$ cat src/rtl/qdec_pkg.sv
// Shared definitions for the quadrature decoder: step codes, Gray phases,
// default parameter values and the phase-transition classifier.
package qdec_pkg;

    // Classification of one filtered {A,B} transition
    typedef enum logic [1:0] {
        STEP_NONE = 2'b00,
        STEP_FWD  = 2'b01,
        STEP_REV  = 2'b10,
        STEP_ERR  = 2'b11
    } step_e;

    // Gray phases as {A,B}; forward order is 00 -> 10 -> 11 -> 01 -> 00
    localparam logic [1:0] PH_00 = 2'b00;
    localparam logic [1:0] PH_10 = 2'b10;
    localparam logic [1:0] PH_11 = 2'b11;
    localparam logic [1:0] PH_01 = 2'b01;

    localparam int DEF_POS_W         = 24;
    localparam int DEF_VEL_W         = 16;
    localparam int DEF_SAMPLE_CYCLES = 100000;
    localparam int DEF_FILT_LEN      = 4;

    // Classify a move from the previous phase to the current phase
    function automatic step_e step_code(input logic [1:0] prev, input logic [1:0] curr);
        step_e code;
        case ({prev, curr})
            {PH_00, PH_10}, {PH_10, PH_11}, {PH_11, PH_01}, {PH_01, PH_00}: code = STEP_FWD;
            {PH_00, PH_01}, {PH_01, PH_11}, {PH_11, PH_10}, {PH_10, PH_00}: code = STEP_REV;
            {PH_00, PH_00}, {PH_10, PH_10}, {PH_11, PH_11}, {PH_01, PH_01}: code = STEP_NONE;
            default:                                                         code = STEP_ERR;
        endcase
        return code;
    endfunction

endpackage

$ cat src/rtl/qdec_filter.sv
// One encoder channel input path: 2-FF synchroniser followed by a debounce
// filter that only follows the synchronised level after it has differed from
// the filtered level for FILT_LEN consecutive clocks.
module qdec_filter
    import qdec_pkg::*;
#(
    parameter int FILT_LEN = DEF_FILT_LEN
) (
    input  logic clk,
    input  logic rst,
    input  logic i_raw,
    output logic o_filt
);

    localparam int CNT_W = $clog2(FILT_LEN + 1);

    logic             r_sync1;
    logic             r_sync2;
    logic             r_filt;
    logic [CNT_W-1:0] r_cnt;

    // Bring the asynchronous pin into the clk domain
    always_ff @(posedge clk or posedge rst) begin
        if (rst) begin
            r_sync1 <= 1'b0;
            r_sync2 <= 1'b0;
        end else begin
            r_sync1 <= i_raw;
            r_sync2 <= r_sync1;
        end
    end

    // Count consecutive disagreeing clocks; any agreement restarts the run
    always_ff @(posedge clk or posedge rst) begin
        if (rst) begin
            r_filt <= 1'b0;
            r_cnt  <= '0;
        end else if (r_sync2 == r_filt) begin
            r_cnt  <= '0;
        end else if (r_cnt == CNT_W'(FILT_LEN - 1)) begin
            r_filt <= r_sync2;
            r_cnt  <= '0;
        end else begin
            r_cnt  <= r_cnt + CNT_W'(1);
        end
    end

    assign o_filt = r_filt;

endmodule

$ cat src/rtl/quadrature_counter.sv
// 4x quadrature decoder: filtered A/B channels are decoded into a wrapping
// signed position, a saturated per-window velocity, step/direction strobes,
// a sticky illegal-transition flag and a registered position==target compare.
// Optional index channel is enabled by defining QDEC_INDEX_EN.
module quadrature_counter
    import qdec_pkg::*;
#(
    parameter int POS_W         = DEF_POS_W,
    parameter int VEL_W         = DEF_VEL_W,
    parameter int SAMPLE_CYCLES = DEF_SAMPLE_CYCLES,
    parameter int FILT_LEN      = DEF_FILT_LEN
) (
    input  logic                    clk,
    input  logic                    rst,
    input  logic                    a_in,
    input  logic                    b_in,
    input  logic                    clr,
    input  logic                    err_clr,
    input  logic signed [POS_W-1:0] target,
    output logic signed [POS_W-1:0] position,
    output logic signed [VEL_W-1:0] velocity,
    output logic                    vel_valid,
    output logic                    step,
    output logic                    dir,
    output logic                    err,
`ifdef QDEC_INDEX_EN
    input  logic                    z_in,
    output logic                    index_seen,
`endif
    output logic                    at_target
);

    localparam int WIN_W   = $clog2(SAMPLE_CYCLES);
    // Accumulator must hold a full window of steps and be wider than VEL_W
    localparam int ACC_RAW = $clog2(SAMPLE_CYCLES + 1) + 1;
    localparam int ACC_W   = (ACC_RAW > VEL_W) ? ACC_RAW : VEL_W + 1;
    localparam logic signed [ACC_W-1:0] VEL_MAX = ACC_W'((64'sd1 <<< (VEL_W - 1)) - 64'sd1);
    localparam logic signed [ACC_W-1:0] VEL_MIN = ~VEL_MAX;

    // Clamp a window accumulation into the signed VEL_W range
    function automatic logic signed [VEL_W-1:0] sat_vel(input logic signed [ACC_W-1:0] v);
        logic signed [ACC_W-1:0] c;
        if (v > VEL_MAX)      c = VEL_MAX;
        else if (v < VEL_MIN) c = VEL_MIN;
        else                  c = v;
        return c[VEL_W-1:0];
    endfunction

    logic                    w_a;
    logic                    w_b;
    logic [1:0]              w_ab;
    logic [1:0]              r_prev;
    step_e                   w_code;
    logic                    w_fwd;
    logic                    w_rev;
    logic                    w_z_rise;
    logic signed [ACC_W-1:0] w_delta;
    logic                    w_last;

    logic signed [POS_W-1:0] r_position;
    logic                    r_step;
    logic                    r_dir;
    logic                    r_err;
    logic                    r_at_target;
    logic [WIN_W-1:0]        r_win;
    logic signed [ACC_W-1:0] r_acc;
    logic signed [VEL_W-1:0] r_velocity;
    logic                    r_vel_valid;

    qdec_filter #(.FILT_LEN(FILT_LEN)) u_filt_a (
        .clk    (clk),
        .rst    (rst),
        .i_raw  (a_in),
        .o_filt (w_a)
    );

    qdec_filter #(.FILT_LEN(FILT_LEN)) u_filt_b (
        .clk    (clk),
        .rst    (rst),
        .i_raw  (b_in),
        .o_filt (w_b)
    );

`ifdef QDEC_INDEX_EN
    logic w_z;
    logic r_z_prev;
    logic r_index_seen;

    qdec_filter #(.FILT_LEN(FILT_LEN)) u_filt_z (
        .clk    (clk),
        .rst    (rst),
        .i_raw  (z_in),
        .o_filt (w_z)
    );

    assign w_z_rise = w_z & ~r_z_prev;

    // Track filtered Z for edge detection and latch that an index was seen
    always_ff @(posedge clk or posedge rst) begin
        if (rst) begin
            r_z_prev     <= 1'b0;
            r_index_seen <= 1'b0;
        end else begin
            r_z_prev <= w_z;
            if (w_z_rise)     r_index_seen <= 1'b1;
            else if (err_clr) r_index_seen <= 1'b0;
        end
    end

    assign index_seen = r_index_seen;
`else
    assign w_z_rise = 1'b0;
`endif

    assign w_ab   = {w_a, w_b};
    assign w_code = step_code(r_prev, w_ab);
    assign w_fwd  = (w_code == STEP_FWD);
    assign w_rev  = (w_code == STEP_REV);
    assign w_last = (r_win == WIN_W'(SAMPLE_CYCLES - 1));

    // Signed contribution of this cycle's edge to the velocity window
    always_comb begin
        w_delta = '0;
        if (w_fwd)      w_delta = ACC_W'(1);
        else if (w_rev) w_delta = ACC_W'(-1);
    end

    // Remember the filtered phase so the next cycle can classify its move
    always_ff @(posedge clk or posedge rst) begin
        if (rst) r_prev <= PH_00;
        else     r_prev <= w_ab;
    end

    // Position, step strobe and direction; clr beats index beats step
    always_ff @(posedge clk or posedge rst) begin
        if (rst) begin
            r_position <= '0;
            r_step     <= 1'b0;
            r_dir      <= 1'b0;
        end else begin
            r_step <= w_fwd | w_rev;
            if (w_fwd)      r_dir <= 1'b1;
            else if (w_rev) r_dir <= 1'b0;
            if (clr)           r_position <= '0;
            else if (w_z_rise) r_position <= '0;
            else if (w_fwd)    r_position <= r_position + POS_W'(1);
            else if (w_rev)    r_position <= r_position - POS_W'(1);
        end
    end

    // Sticky illegal-transition flag; a new error wins over err_clr
    always_ff @(posedge clk or posedge rst) begin
        if (rst)                     r_err <= 1'b0;
        else if (w_code == STEP_ERR) r_err <= 1'b1;
        else if (err_clr)            r_err <= 1'b0;
    end

    // Registered target compare, one clock behind position
    always_ff @(posedge clk or posedge rst) begin
        if (rst) r_at_target <= 1'b0;
        else     r_at_target <= (r_position == target);
    end

    // Velocity window: publish on the last cycle and restart with its edge
    always_ff @(posedge clk or posedge rst) begin
        if (rst) begin
            r_win       <= '0;
            r_acc       <= '0;
            r_velocity  <= '0;
            r_vel_valid <= 1'b0;
        end else if (w_last) begin
            r_win       <= '0;
            r_acc       <= w_delta;
            r_velocity  <= sat_vel(r_acc);
            r_vel_valid <= 1'b1;
        end else begin
            r_win       <= r_win + WIN_W'(1);
            r_acc       <= r_acc + w_delta;
            r_vel_valid <= 1'b0;
        end
    end

    assign position  = r_position;
    assign velocity  = r_velocity;
    assign vel_valid = r_vel_valid;
    assign step      = r_step;
    assign dir       = r_dir;
    assign err       = r_err;
    assign at_target = r_at_target;

endmodule
$ cat config.mk
export PLATFORM = sky130hd
export DESIGN_NAME = quadrature_counter
export DESIGN_NICKNAME = d
export VERILOG_FILES = /design/src/rtl/qdec_pkg.sv /design/src/rtl/qdec_filter.sv /design/src/rtl/quadrature_counter.sv
export SDC_FILE = /design/constraint.sdc
export NUM_CORES = 1
export LEC_CHECK = 0
export ABC_AREA = 1
export CORE_MARGIN = 2
export CORE_UTILIZATION = 60
export CTS_CLUSTER_DIAMETER = 40
export CTS_CLUSTER_SIZE = 25
export DETAILED_ROUTE_END_ITERATION = 7
export DONT_BUFFER_PORTS = 1
export GPL_ROUTABILITY_DRIVEN = 1
export PLACE_DENSITY = 0.76
export SLEW_MARGIN = 0
export SYNTH_ARGS = -nofsm -noshare
export SYNTH_HDL_FRONTEND = slang
export SYNTH_SLANG_ARGS = --single-unit
$ cat constraint.sdc
create_clock -name clk -period 3.2 [get_ports clk]
set_input_delay 0 -clock clk [delete_from_list [all_inputs] [get_ports clk]]
set_output_delay 0 -clock clk [all_outputs]
set_load 0.1 [all_outputs]
==> impl_results.md <==
- Outcome: finished, final reports clean
- Root buf cell: clkbuf_8
- Syn Inst Count: 944
- P&R area growth vs syn: 11.4%
- DIE WIDTH: 109 um
- Final std cells w/o fill: ~1100
- Dpl hpwl: 11900 um
- Port bufs: 0
- Synth unique cells: 37
- Post-synth top cells: nand2_1 (301), inv_1 (131), dfrtp_1 (94)
- Worst-path clk slew: 100 ps
- Number of enable flip-flop cells after synthesis: 0
- Die Y: 109 um
- Initial DRC Count: between 300 and 400
- Fin crit period: 3040 ps
- Most common cell in the netlist: nand2_1
- RSZ-0062 raised after global routing: no
- Synth Net Count: 1024
- Required @ worst endpoint: ~3500 ps
- Final Cycle Share: between 90% and 100%
- Syn avg cell area: 7.04 um^2
- WL per Instance: 14.1 um
- CP Max Fanout: 3
- Total negative slack: 0 ps
- GRT overflow: 0
- Cell taking the most area after synthesis: dfrtp_1
- Final hold violations: 0
- Fin worst setup slack: 156 ps
- Number of antenna violations at the first check in global routing: 0
- HP Class: in2reg
- Synthesized area: 6650 um^2
- FMAX: 329 MHz
- Worst-Margin Slew: 1030 ps
- Clock Latency Late Sink: 390 ps
- Worst Setup Path Type: reg2reg
- YS warnings: 0
- Ports: 75
- Area taken by multi-input logic gates: 3770 um^2
- Main synth FF type: dfrtp_1
- Register area share after synthesis: 35.4%
- Die area: about 12000 um^2
- Via Count: 6127
- # DRC: 0
- Setup crit end kind: flop
- Top-area cell type share of the netlist area: 35.4%
- Clk buf depth: 2
- Crit path DAT: roughly 3400 ps
- Filler cells: 979
- Reg area: 2350 um^2
- Total clock sinks: 94
- Final setup vio count: 0
- Synth async-reset ratio: 100%
- Vias/cell: between 5 and 6
- Hold_sp: a_in
- WHS Endpoint: u_filt_a.r_sync1
- Layout cell share with drive strength beyond 1: 6.93%
- R2r setup slk: 160 ps
- Core area: roughly 11000 um^2
- Post-CTS Repair Setup Buffers: 0
- Max_slew headroom: 31.3%
- Detailed Route WL: 16000 um
- Synth Register Bits: 94
- Placement-stage worst setup slack: 197 ps
- RR Startpoint: position[16]
- Global-route wire length before repair: ~27000 um
- Maxcap violations: 0
- Worst Setup Start Kind: flop
- Worst R2R End: at_target
- Ant diodes: 0
- Antenna viol nets, final: 0
- Fin Hold WS: 171 ps
- Initial Utilization: between 60% and 70%
- Drt pass-1 iters: 4
- H-Tree Depth: 3
- DP Cell Count: approximately 1100
- Synth area leaders: dfrtp_1 (35%), nand2_1 (17%), ha_1 (9.0%)
- Final Wtd Congestion: 0.961
- Skew final: between 9 and 10 ps
- Num CTS Buffers: 9
- Nets: 1071
- R2R depth: 9
- Largest net degree at the start of global routing: 55
- Vias in the first global route: 5762
- WHS Path Cells: 1
- GRT Resource Usage Total: approximately 29%
- Slew Viols, Final: 0
- CTS tree: done
- Core Rows: 38
## kinds of logic after synthesis
kind of cell	share of synthesized area, %
buffers and inverters	8.41
adder cells (fa/ha/maj)	9.63
flip-flops	35.4
AO/OA/AOI/OAI	9.50
AND/OR/NAND/NOR	31.4
XOR/XNOR	5.66
## final cells by class
type	instances	share of cell area, %
clock buffers	9	1.67
repair buffers	46	5.69
flip-flops and latches	94	31.8
inverters	135	6.88
multi-input cells	705	50.9
well taps	140	2.37
clock inverters	7	0.693
## metrics by stage
step	area (um^2)	utilization, %
after floorplan	6650	-
after global placement	7050	65.0
after detailed placement	7050	65.0
after CTS	7350	67.8
after global routing	7410	68.3
final	7410	68.3
## repair_timing
item | CTS | global route
endpoints found under the hold margin | 66 | 0
hold buffers | 13 | 0
setup endpoints to repair | 0 | 4
gates resized for setup | 0 | 11
## metal layers
layer,vias up,part of all wire (%),track usage [%]
li1,3128,-,-
met5,-,0,0
met3,30,4.8,5.38
met1,2817,44,35.8
met2,152,49,50.1
met4,0,2.1,9.67
## flip-flops by register name (all words and copies together) (netlist names), 2 cells and up
signal          count
r_win              17
r_acc              18
u_filt_b.r_cnt      3
position           24
r_prev              2
velocity           16
u_filt_a.r_cnt      3
## worst max path at each step
stage	from	to	slack (ps)
after global placement	u_filt_a.o_filt	r_acc[16]	280
after global routing	position[4]	at_target	9
after floorplan	u_filt_a.o_filt	position[15]	280
after CTS	position[4]	at_target	30
final	position[16]	at_target	160
after detailed placement	u_filt_a.o_filt	r_acc[16]	200
## cells in the final DEF, fill, tap and decap left out, drive strengths merged
cell type and instances:
a211oi 1, a21oi 42, a31oi 2, a32oi 1, and2 2, buf 33, clkbuf 9, clkinv 5
clkinvlp 2, dfrtp 94, dlygate4sd3 13, fa 2, ha 48, inv 135, nand2 303, nand3 58
nand3b 11, nand4 12, nor2 79, nor3 12, nor3b 1, nor4 11, nor4b 1, o2111ai 1
o211a 1, o21ai 66, o21bai 3, o22ai 1, o31ai 2, or2 2, xnor2 24, xor2 19
## critical path, cell delays in order, from the launching register on
cell and delay, ps:
dfrtp_1 400, buf_6 190, xnor2_1 180, nand2_1 70
dlygate4sd3_1 570, nor4b_2 240, dlygate4sd3_1 600, nand2_1 50
dlygate4sd3_1 570, nor2_1 110
Power is left out: the tool's default activity adds up to more than one toggle a clock period on the data nets, which glitch-free logic cannot reach.
